===== config.mk =====
export PLATFORM = sky130hd
export DESIGN_NAME = dcache_ctrl_flat
export DESIGN_NICKNAME = d
export VERILOG_FILES = /design/src/rtl/dcache_ctrl_if.sv /design/src/rtl/dcache_ctrl.sv /design/src/flat_wrapper.sv
export SDC_FILE = /design/constraint.sdc
export NUM_CORES = 1
export LEC_CHECK = 0
export BUFFER_PORTS_ARGS = -buffer_cell sky130_fd_sc_hd__buf_2
export CAP_MARGIN = 20
export CORE_MARGIN = 3
export CORE_UTILIZATION = 45
export DETAILED_ROUTE_END_ITERATION = 12
export PLACE_DENSITY = 0.7
export SLEW_MARGIN = 20
export SYNTH_ARGS = -nofsm -noshare
export SYNTH_HDL_FRONTEND = slang
export SYNTH_SLANG_ARGS = --single-unit

===== constraint.sdc =====
create_clock -name CLK -period 2.1 [get_ports CLK]
set_input_delay 0.105 -clock CLK [delete_from_list [all_inputs] [get_ports CLK]]
set_output_delay 0.105 -clock CLK [all_outputs]
set_load 0.02 [all_outputs]

===== src/rtl/dcache_ctrl_if.sv =====
// Core/memory-facing signal bundle of the data cache controller.
// master = core + memory side (drives requests/handshakes), slave = dcache_ctrl.
interface dcache_ctrl_if #(
  parameter int OFF_W = 2,
  parameter int CNT_W = 16
);
  logic             MemRead;
  logic             MemWrite;
  logic             hit;
  logic             mem_ready;
  logic             stall;
  logic             mem_rd;
  logic             mem_wr;
  logic             refill_we;
  logic [OFF_W-1:0] refill_off;
  logic             tag_we;
  logic             cache_wr_we;
  logic [CNT_W-1:0] miss_cnt;

  modport master (
    output MemRead, MemWrite, hit, mem_ready,
    input  stall, mem_rd, mem_wr, refill_we, refill_off, tag_we, cache_wr_we, miss_cnt
  );

  modport slave (
    input  MemRead, MemWrite, hit, mem_ready,
    output stall, mem_rd, mem_wr, refill_we, refill_off, tag_we, cache_wr_we, miss_cnt
  );
endinterface


===== src/rtl/dcache_ctrl.sv =====
// Data cache sequencer: read-miss line refill, write-through/no-allocate stores, miss counter.
// Mealy outputs; read hit 0 extra cycles, miss 1+WORDS_PER_BLOCK ready cycles, store >=2; stalls on mem_ready=0.
module dcache_ctrl #(
  parameter int WORDS_PER_BLOCK = 4,
  parameter int OFF_W           = 2,
  parameter int CNT_W           = 16
) (
  input  logic           CLK,
  input  logic           RST,
  dcache_ctrl_if.slave   bus
);

  typedef enum logic [1:0] {
    IDLE   = 2'd0,
    REFILL = 2'd1,
    WRITE  = 2'd2
  } state_t;

  localparam logic [OFF_W-1:0] LAST_OFF = OFF_W'(WORDS_PER_BLOCK - 1);

  state_t           state_q, state_d;
  logic [OFF_W-1:0] refill_off_q, refill_off_d;
  logic [CNT_W-1:0] miss_cnt_q, miss_cnt_d;

  always_ff @(posedge CLK or negedge RST) begin
    if (!RST) begin
      state_q      <= IDLE;
      refill_off_q <= '0;
      miss_cnt_q   <= '0;
    end else begin
      state_q      <= state_d;
      refill_off_q <= refill_off_d;
      miss_cnt_q   <= miss_cnt_d;
    end
  end

  always_comb begin
    state_d         = state_q;
    refill_off_d    = refill_off_q;
    miss_cnt_d      = miss_cnt_q;
    bus.stall       = 1'b0;
    bus.mem_rd      = 1'b0;
    bus.mem_wr      = 1'b0;
    bus.refill_we   = 1'b0;
    bus.tag_we      = 1'b0;
    bus.cache_wr_we = 1'b0;

    case (state_q)
      IDLE: begin
        // Stores win over loads; asserting both is illegal but must stay deterministic.
        if (bus.MemWrite) begin
          bus.stall = 1'b1;
          state_d   = WRITE;
        end else if (bus.MemRead && !bus.hit) begin
          bus.stall    = 1'b1;
          state_d      = REFILL;
          refill_off_d = '0;
          if (miss_cnt_q != '1) begin
            miss_cnt_d = miss_cnt_q + 1'b1;
          end
        end
      end

      REFILL: begin
        bus.stall  = 1'b1;
        bus.mem_rd = 1'b1;
        if (bus.mem_ready) begin
          bus.refill_we = 1'b1;
          refill_off_d  = refill_off_q + 1'b1;
          // Valid only goes up with the last word, so an aborted refill leaves the line invalid.
          if (refill_off_q == LAST_OFF) begin
            bus.tag_we = 1'b1;
            state_d    = IDLE;
          end
        end
      end

      WRITE: begin
        bus.mem_wr = 1'b1;
        bus.stall  = !bus.mem_ready;
        if (bus.mem_ready) begin
          bus.cache_wr_we = bus.hit;
          state_d         = IDLE;
        end
      end

      default: begin
        state_d = IDLE;
      end
    endcase
  end

  assign bus.refill_off = refill_off_q;
  assign bus.miss_cnt   = miss_cnt_q;

endmodule

===== src/flat_wrapper.sv =====
// flat-port wrapper written by rule: the top's interface ports become plain ports
module dcache_ctrl_flat 
#(
  parameter int WORDS_PER_BLOCK = 4,
  parameter int OFF_W           = 2,
  parameter int CNT_W           = 16
)
  (CLK, RST, bus_MemRead, bus_MemWrite, bus_hit, bus_mem_ready, bus_stall, bus_mem_rd, bus_mem_wr, bus_refill_we, bus_refill_off, bus_tag_we, bus_cache_wr_we, bus_miss_cnt);
  dcache_ctrl_if #(.OFF_W(OFF_W), .CNT_W(CNT_W)) bus_i ();
  input  logic CLK;
  input  logic RST;
  input wire logic [$bits(bus_i.MemRead)-1:0] bus_MemRead;
  input wire logic [$bits(bus_i.MemWrite)-1:0] bus_MemWrite;
  input wire logic [$bits(bus_i.hit)-1:0] bus_hit;
  input wire logic [$bits(bus_i.mem_ready)-1:0] bus_mem_ready;
  output wire logic [$bits(bus_i.stall)-1:0] bus_stall;
  output wire logic [$bits(bus_i.mem_rd)-1:0] bus_mem_rd;
  output wire logic [$bits(bus_i.mem_wr)-1:0] bus_mem_wr;
  output wire logic [$bits(bus_i.refill_we)-1:0] bus_refill_we;
  output wire logic [$bits(bus_i.refill_off)-1:0] bus_refill_off;
  output wire logic [$bits(bus_i.tag_we)-1:0] bus_tag_we;
  output wire logic [$bits(bus_i.cache_wr_we)-1:0] bus_cache_wr_we;
  output wire logic [$bits(bus_i.miss_cnt)-1:0] bus_miss_cnt;
  assign bus_i.MemRead = bus_MemRead;
  assign bus_i.MemWrite = bus_MemWrite;
  assign bus_i.hit = bus_hit;
  assign bus_i.mem_ready = bus_mem_ready;
  assign bus_stall = bus_i.stall;
  assign bus_mem_rd = bus_i.mem_rd;
  assign bus_mem_wr = bus_i.mem_wr;
  assign bus_refill_we = bus_i.refill_we;
  assign bus_refill_off = bus_i.refill_off;
  assign bus_tag_we = bus_i.tag_we;
  assign bus_cache_wr_we = bus_i.cache_wr_we;
  assign bus_miss_cnt = bus_i.miss_cnt;
  dcache_ctrl #(.WORDS_PER_BLOCK(WORDS_PER_BLOCK), .OFF_W(OFF_W), .CNT_W(CNT_W)) u_core (.CLK(CLK), .RST(RST), .bus(bus_i));
endmodule

==> results of run 1 <==
[per-layer routing]
layer	global-route usage, %	up-vias	wire (µm)
met5	0	-	0
met4	2.08	0	19
met3	5.14	4	92
met2	23.0	21	1000
met1	20.6	423	985
li1	-	437	-
[cell type report]
type,instances,area [µm²]
well taps,28,35.0
inverters,3,11.3
flip-flops and latches,20,500
repair buffers,30,155
multi-input cells,76,578
clock buffers,4,36.3
fillers,199,960
[cells in the final DEF, fill, tap and decap left out, types with 2 or more instances in the layout]
cell / n
nor3_1: 2
a22o_1: 2
and3_1: 5
nor2_1: 4
clkbuf_4: 3
nand3_1: 4
xnor2_1: 7
nor2b_1: 2
ha_1: 2
o21bai_1: 2
and4_1: 2
nand4_1: 5
mux2i_1: 2
xor2_1: 6
nor3b_1: 3
dfrtp_1: 20
nand4_2: 2
nand2_1: 6
a21oi_1: 2
inv_1: 3
buf_2: 29
[power by group through the flow]
stage	Clock [W]	Sequential (W)	Combinational [W]
3_5_place_dp	0	0.000533	0.000362
5_1_grt	0.000246	0.000544	0.000397
3_3_place_gp	0	0.000529	0.000353
2_1_floorplan	0	0.000560	0.000214
6_report	0.000217	0.000527	0.000358
4_1_cts	0.000223	0.000527	0.000364
[worst max-delay path, stage by stage, from the launching register on]
cell and delay, ns:
dfrtp_1 0.42, ha_1 0.21, nand4_1 0.15, nor4_4 0.45, nor2_2 0.11, mux2_4 0.31
[kinds of logic after synthesis]
group / Yosys count / synth area share, %
adders and majority gates: 2 / 2.26
AOI/OAI and AO/OA: 12 / 7.59
DFF: 20 / 45.3
buffers and inverters: 6 / 2.38
and+or+nand+nor: 45 / 28.0
muxes: 4 / 4.19
xor gates and xnor gates: 13 / 10.3
[flip-flops by register name, summed over array words and instances, names as in the netlist]
register,cells
u_core.bus.miss_cnt,16
u_core.state_q,2
u_core.bus.refill_off,2
[how the worst max path moves through the flow]
stage                                  end  slack [ns]  cells after the start
detailed placement  u_core.bus.miss_cnt[1]        0.36                      5
floorplan           u_core.bus.miss_cnt[1]        0.37                      5
global route        u_core.bus.miss_cnt[1]        0.26                      5
CTS                 u_core.bus.miss_cnt[1]        0.33                      5
global placement    u_core.bus.miss_cnt[1]        0.46                      5
finish              u_core.bus.miss_cnt[1]        0.34                      5
[stage by stage]
step	power, W	hold slack (ns)	area [µm²]
detailed placement	0.000895	0.0739	1270
global placement	0.000882	0.0711	1270
global route	0.00119	0.114	1320
finish	0.00110	0.100	1320
floorplan	0.000775	-0.191	1100
CTS	0.00111	0.0923	1320
==> results.tsv, run 1 <==
metric	value	unit
status	completed	
setup_ws	0.344	ns
cp-end-kind	register	
finalMaxSlewViolations	0	
synth_area	0.00110	mm²
final_util	57.8	%
hpwl	1660	µm
sw_frac_of_total	36.2	%
synthArstFlopShare	100	%
yosysTopAreaCell	dfrtp_1	
synth.most_common_cell	dfrtp_1	
startpoint	u_core.bus.miss_cnt[0]	
ant_nets	0	
placed_cells_incl_taps	156	
clock_path_buffers	2	
cts_tree	built	
fin_tns_setup	0	ns
hold_path.class	input port to register	
min_path_cells	2	
r2r_setup_slack	0.34	ns
final-setup-viol-count	0	
maxCapViolations	0	
yosysWarningCount	0	
synthTopCellsByArea	dfrtp_1 (45%), xnor2_1 (5.5%), xor2_1 (4.8%)	
vias	885	
worstMarginPinSlew	0.435	ns
cts_sinks	20	
criticalPathCategory	register to register	
pin_count	30	
core	0.00228	mm²
pwr-share-comb	32.5	%
routed_wl	2100	µm
startpoint_type	register	
clkPwrFrac	19.7	%
drc	0	
seq_area_frac_synth	45.3	%
fin_crit_sh	83.6	%
via_per_inst	5.50	
antenna_found_initial	0	
synth_edf_count	0	
area_growth	19.1	%
finClkSkew	0.00199	ns
drt-initial-drc-count	9	
syn_area_per_cell	10.8	µm²
num_rows	17	
dr.pass1.iters	4	
fp.dieH	55.6	µm
layoutNonFillerInstCount	161	
cp.arrival	1.95	ns
rsz0062_at_grt	false	
synth_common_cells	dfrtp_1 (20), xnor2_1 (7), nand2_1 (6), xor2_1 (6)	
reg2reg_to	u_core.bus.miss_cnt[1]	
cts.repair.resized	0	
gp_congestion	0.750	
syn_nets	110	
maxSlewHeadroom	71.0	%
htree_levels	1	
r2r_cells	5	
port_buffers	29	
globalRouteOverflowTotal	0	
leakagePower	0.697	nW
worstPathRequired	2.29	ns
clk_pin_slew	0.11	ns
fmax	570	MHz
pre_cts_slack	0.360	ns
p_int	0.000704	W
ctsRootBufferMaster	clkbuf_4	
finalHoldViolations	0	
postCtsSetupRepairBufs	0	
post-route-min-period	1.76	ns
die_area	0.00309	mm²
synthFlopType	dfrtp_1	
drive_above_1_share	32.3	%
clock_latency	0.29	ns
postCtsHoldBufs	1	
fin_nets	142	
antenna_cells	0	
power_density	838	mW/mm²
grt_pass1_wl	3750	µm
synth_cell_types	39	
grt_max_degree	21	
synthCells	102	
p_seq_share	47.8	%
gr-usage-all-layers	14.9	%
grt_pass1_vias	825	
numCtsBuffers	3	
holdPathEnd	u_core.state_q[1]	
rr_startpoint	u_core.bus.miss_cnt[0]	
synth_top_area_share	45.3	%
crit_path_max_fanout	6	
start_util	48.5	%
routedWlPerCell	13.0	µm
ys_seq_elements	20	
p_switching	0.000399	W
die_w	55.6	µm
min_from	bus_mem_ready	
irDropWorstVdd	0.739	mV
Note: power is estimated with default switching activity, not from simulation.
==> run 2, diff against run 1 <==
Settings changed: ABC_AREA from default to 1, PLACE_DENSITY 0.7 to 0.71.
Clock period 2.1 ns to 1.48 ns, I/O delays scaled along.
==> results.tsv, run 2 <==
metric	value	unit	change
status	complete, but fails checks		was completed
failed_checks	setup timing		
synthCells	190		was 102
globalRouteOverflowTotal	0		unchanged
fp.dieH	59.5	µm	was 55.6 µm
wl_met3	227	µm	was 92 µm
rsz0062_at_grt	true		was false
clk_pin_slew	0.13	ns	was 0.11 ns
port_buffers	29		unchanged
drive_above_1_share	37.0	%	was 32.3%
cp.arrival	1.53	ns	was 1.95 ns
wl_met2	1850	µm	was 1000 µm
synth_area	0.00129	mm²	was 0.00110 mm²
finClkSkew	0.00329	ns	was 0.00199 ns
yosysWarningCount	0		unchanged
hold_path.class	input port to register		unchanged
syn_nets	198		was 110
power_density	1110	mW/mm²	was 838 mW/mm²
finalHoldViolations	0		unchanged
post-route-min-period	1.61	ns	
ctsRootBufferMaster	clkbuf_4		unchanged
antenna_found_initial	0		unchanged
antenna_cells	0		unchanged
maxCapViolations	0		unchanged
routedWlPerCell	13.4	µm	was 13.0 µm
vias	1416		was 885
cp_slowest_cell	dfrtp_1		was nor4_4
startpoint_type	register		unchanged
yosysTopAreaCell	dfrtp_1		unchanged
dr.pass1.iters	4		unchanged
gr-usage-all-layers	19.2	%	was 14.9%
synth_common_cells	nand2_1 (73), nand3_1 (23), inv_1 (21), dfrtp_1 (20), nor2_1 (19)		was dfrtp_1 (20), xnor2_1 (7), nand2_1 (6), xor2_1 (6)
synthTopCellsByArea	dfrtp_1 (39%), nand2_1 (21%), nand3_1 (8.9%)		was dfrtp_1 (45%), xnor2_1 (5.5%), xor2_1 (4.8%)
setup_ws	-0.128	ns	was 0.344 ns
synth.most_common_cell	nand2_1		was dfrtp_1
crit_path_max_fanout	4		was 6
start_util	49.7	%	was 48.5%
drt-initial-drc-count	78		was 9
htree_levels	1		unchanged
fmax	622	MHz	
ant_nets	0		unchanged
synth_cell_types	23		was 39
routed_wl	3700	µm	was 2100 µm
pin_count	30		unchanged
seq_area_frac_synth	38.9	%	was 45.3%
final-setup-viol-count	1		was 0
finalMaxSlewViolations	0		unchanged
hpwl	2440	µm	was 1660 µm
via_per_inst	5.13		was 5.50
clock_latency	0.33	ns	was 0.29 ns
num_rows	18		was 17
final_cell_mix	nand2_1 (67), buf_2 (28), nand3_1 (22)		was buf_2 (29), dfrtp_1 (20), xnor2_1 (7)
die_w	59.5	µm	was 55.6 µm
pwr-share-comb	39.9	%	was 32.5%
die_area	0.00354	mm²	was 0.00309 mm²
cp-end-kind	primary output		was register
synthFlopType	dfrtp_1		unchanged
cp_common_cell	nand2_1		
final_util	69.7	%	was 57.8%
fin_tns_setup	-0.128	ns	was 0 ns
worstPathRequired	1.41	ns	was 2.29 ns
fin_nets	255		was 142
maxSlewHeadroom	68.7	%	was 71.0%
clkPwrFrac	23.9	%	was 19.7%
core	0.00259	mm²	was 0.00228 mm²
fin_crit_sh	109	%	
synth_top_area_share	38.9	%	was 45.3%
ys_seq_elements	20		unchanged
cpPeakStageDelay	0.43	ns	was 0.45 ns
synthArstFlopShare	100	%	unchanged
irDropWorstVdd	0.881	mV	was 0.739 mV
grt_pass1_wl	5260	µm	was 3750 µm
synth_edf_count	0		unchanged
worstMarginPinSlew	0.469	ns	was 0.435 ns
cts_tree	built		unchanged
p_seq_share	36.2	%	was 47.8%
top_layer	met4		unchanged
cts_sinks	20		unchanged
area_growth	40.4	%	was 19.1%
grt_max_degree	21		unchanged
p_switching	0.000791	W	was 0.000399 W
wl_met1	1510	µm	was 985 µm
min_path_cells	4		was 2
largest_reg_flops	16		unchanged
leakagePower	0.941	nW	was 0.697 nW
criticalPathCategory	register to primary output		was register to register
sw_frac_of_total	39.4	%	was 36.2%
clock_path_buffers	2		unchanged
numCtsBuffers	3		unchanged
p_int	0.00122	W	was 0.000704 W
r2r_cells	8		was 5
syn_area_per_cell	6.77	µm²	was 10.8 µm²
path_cells	inv_2 > nand2_1 > nor2_1 > inv_1 > nand2_1 > or3_1 > buf_6		was ha_1 > nand4_1 > nor4_4 > nor2_2 > mux2_4
grt_pass1_vias	1301		was 825
final_common_cell	nand2_1		was buf_2
nFillCells	205		was 199
drc	0		unchanged
gp_congestion	0.802		was 0.750
[run 2: cell count changes after synthesis, sizes merged, moves of 6 or more]
cell and change:
nand2 +70, xnor2 -7, nand3 +20, inv +23, nor2 +20, and3 -6
[run 2: final timing paths]
path	startpoint	end	slack (ns)
min in group asynchronous	RST	u_core.bus.miss_cnt[4]	0.22
worst max register to register	u_core.bus.miss_cnt[1]	u_core.bus.miss_cnt[14]	0.01
worst min-delay path	bus_mem_ready	u_core.state_q[1]	0.06
worst min register to register	u_core.bus.refill_off[0]	u_core.bus.refill_off[0]	0.52
max in group asynchronous	RST	u_core.bus.miss_cnt[3]	0.92
worst max-delay path	u_core.state_q[0]	bus_stall	-0.13
[run 2: layout make-up]
type | instances | area, µm² | area share, %
well taps | 30 | 37.5 | 2.08
inverters | 27 | 104 | 5.75
clock inverters | 1 | 30.0 | 1.66
clock buffers | 3 | 22.5 | 1.25
flip-flops and latches | 20 | 507 | 28.1
multi-input cells | 141 | 729 | 40.4
repair buffers | 54 | 375 | 20.8
[run 2: cells by family (layout without fill, tap and decap cells)]
family / count (synthesis) / count (layout) / synth area share [%]
xor gates and xnor gates: 2 / 2 / 1.36
buffers and inverters: 29 / 85 / 9.63
and+or+nand+nor: 131 / 131 / 45.8
DFF: 20 / 20 / 38.9
adders and majority gates: 2 / 2 / 1.95
AOI/OAI and AO/OA: 6 / 6 / 2.33
[run 2: power groups by stage]
stage / combinational, W / sequential [W] / clock (W)
3_5_place_dp: 0.000738 / 0.000734 / 0
6_report: 0.000801 / 0.000727 / 0.000479
5_1_grt: 0.000883 / 0.000735 / 0.000503
2_1_floorplan: 0.000392 / 0.000815 / 0
3_3_place_gp: 0.000718 / 0.000726 / 0
4_1_cts: 0.000744 / 0.000723 / 0.000465
[run 2: worst max-delay path, delay by kind of cell, from the launching register on]
family	cells	cell delay, ns
simple gates	4	0.51
flops	1	0.43
buf+inv	3	0.26
[run 2: what timing repair did]
item / in CTS / in global routing
cloned: 0 / 1
hold buffers: 1 / 0
buffers inserted: 0 / 12
pin swaps: 0 / 8
setup endpoints to repair: 1 / 18
endpoints found under the hold margin: 20 / 0
gates resized for setup: 0 / 24
[run 2: metrics by stage]
step	hold WS [ns]	cell area, µm²	cells	setup WS (ns)	total power (W)
after floorplan	-0.222	1300	190	0.00658	0.00121
after detailed placement	0.0569	1560	259	0.0291	0.00147
after global routing	0.0965	1810	276	-0.203	0.00212
final	0.0611	1810	276	-0.128	0.00201
after global placement	0.0494	1560	259	0.0780	0.00144
after CTS	0.0776	1630	264	-0.0993	0.00193
[run 2: routing by layer]
layer,vias to the layer above,GRT usage (%)
met5,-,0
met4,0,10.0
met3,11,2.61
met2,56,34.8
met1,650,21.5
li1,699,-
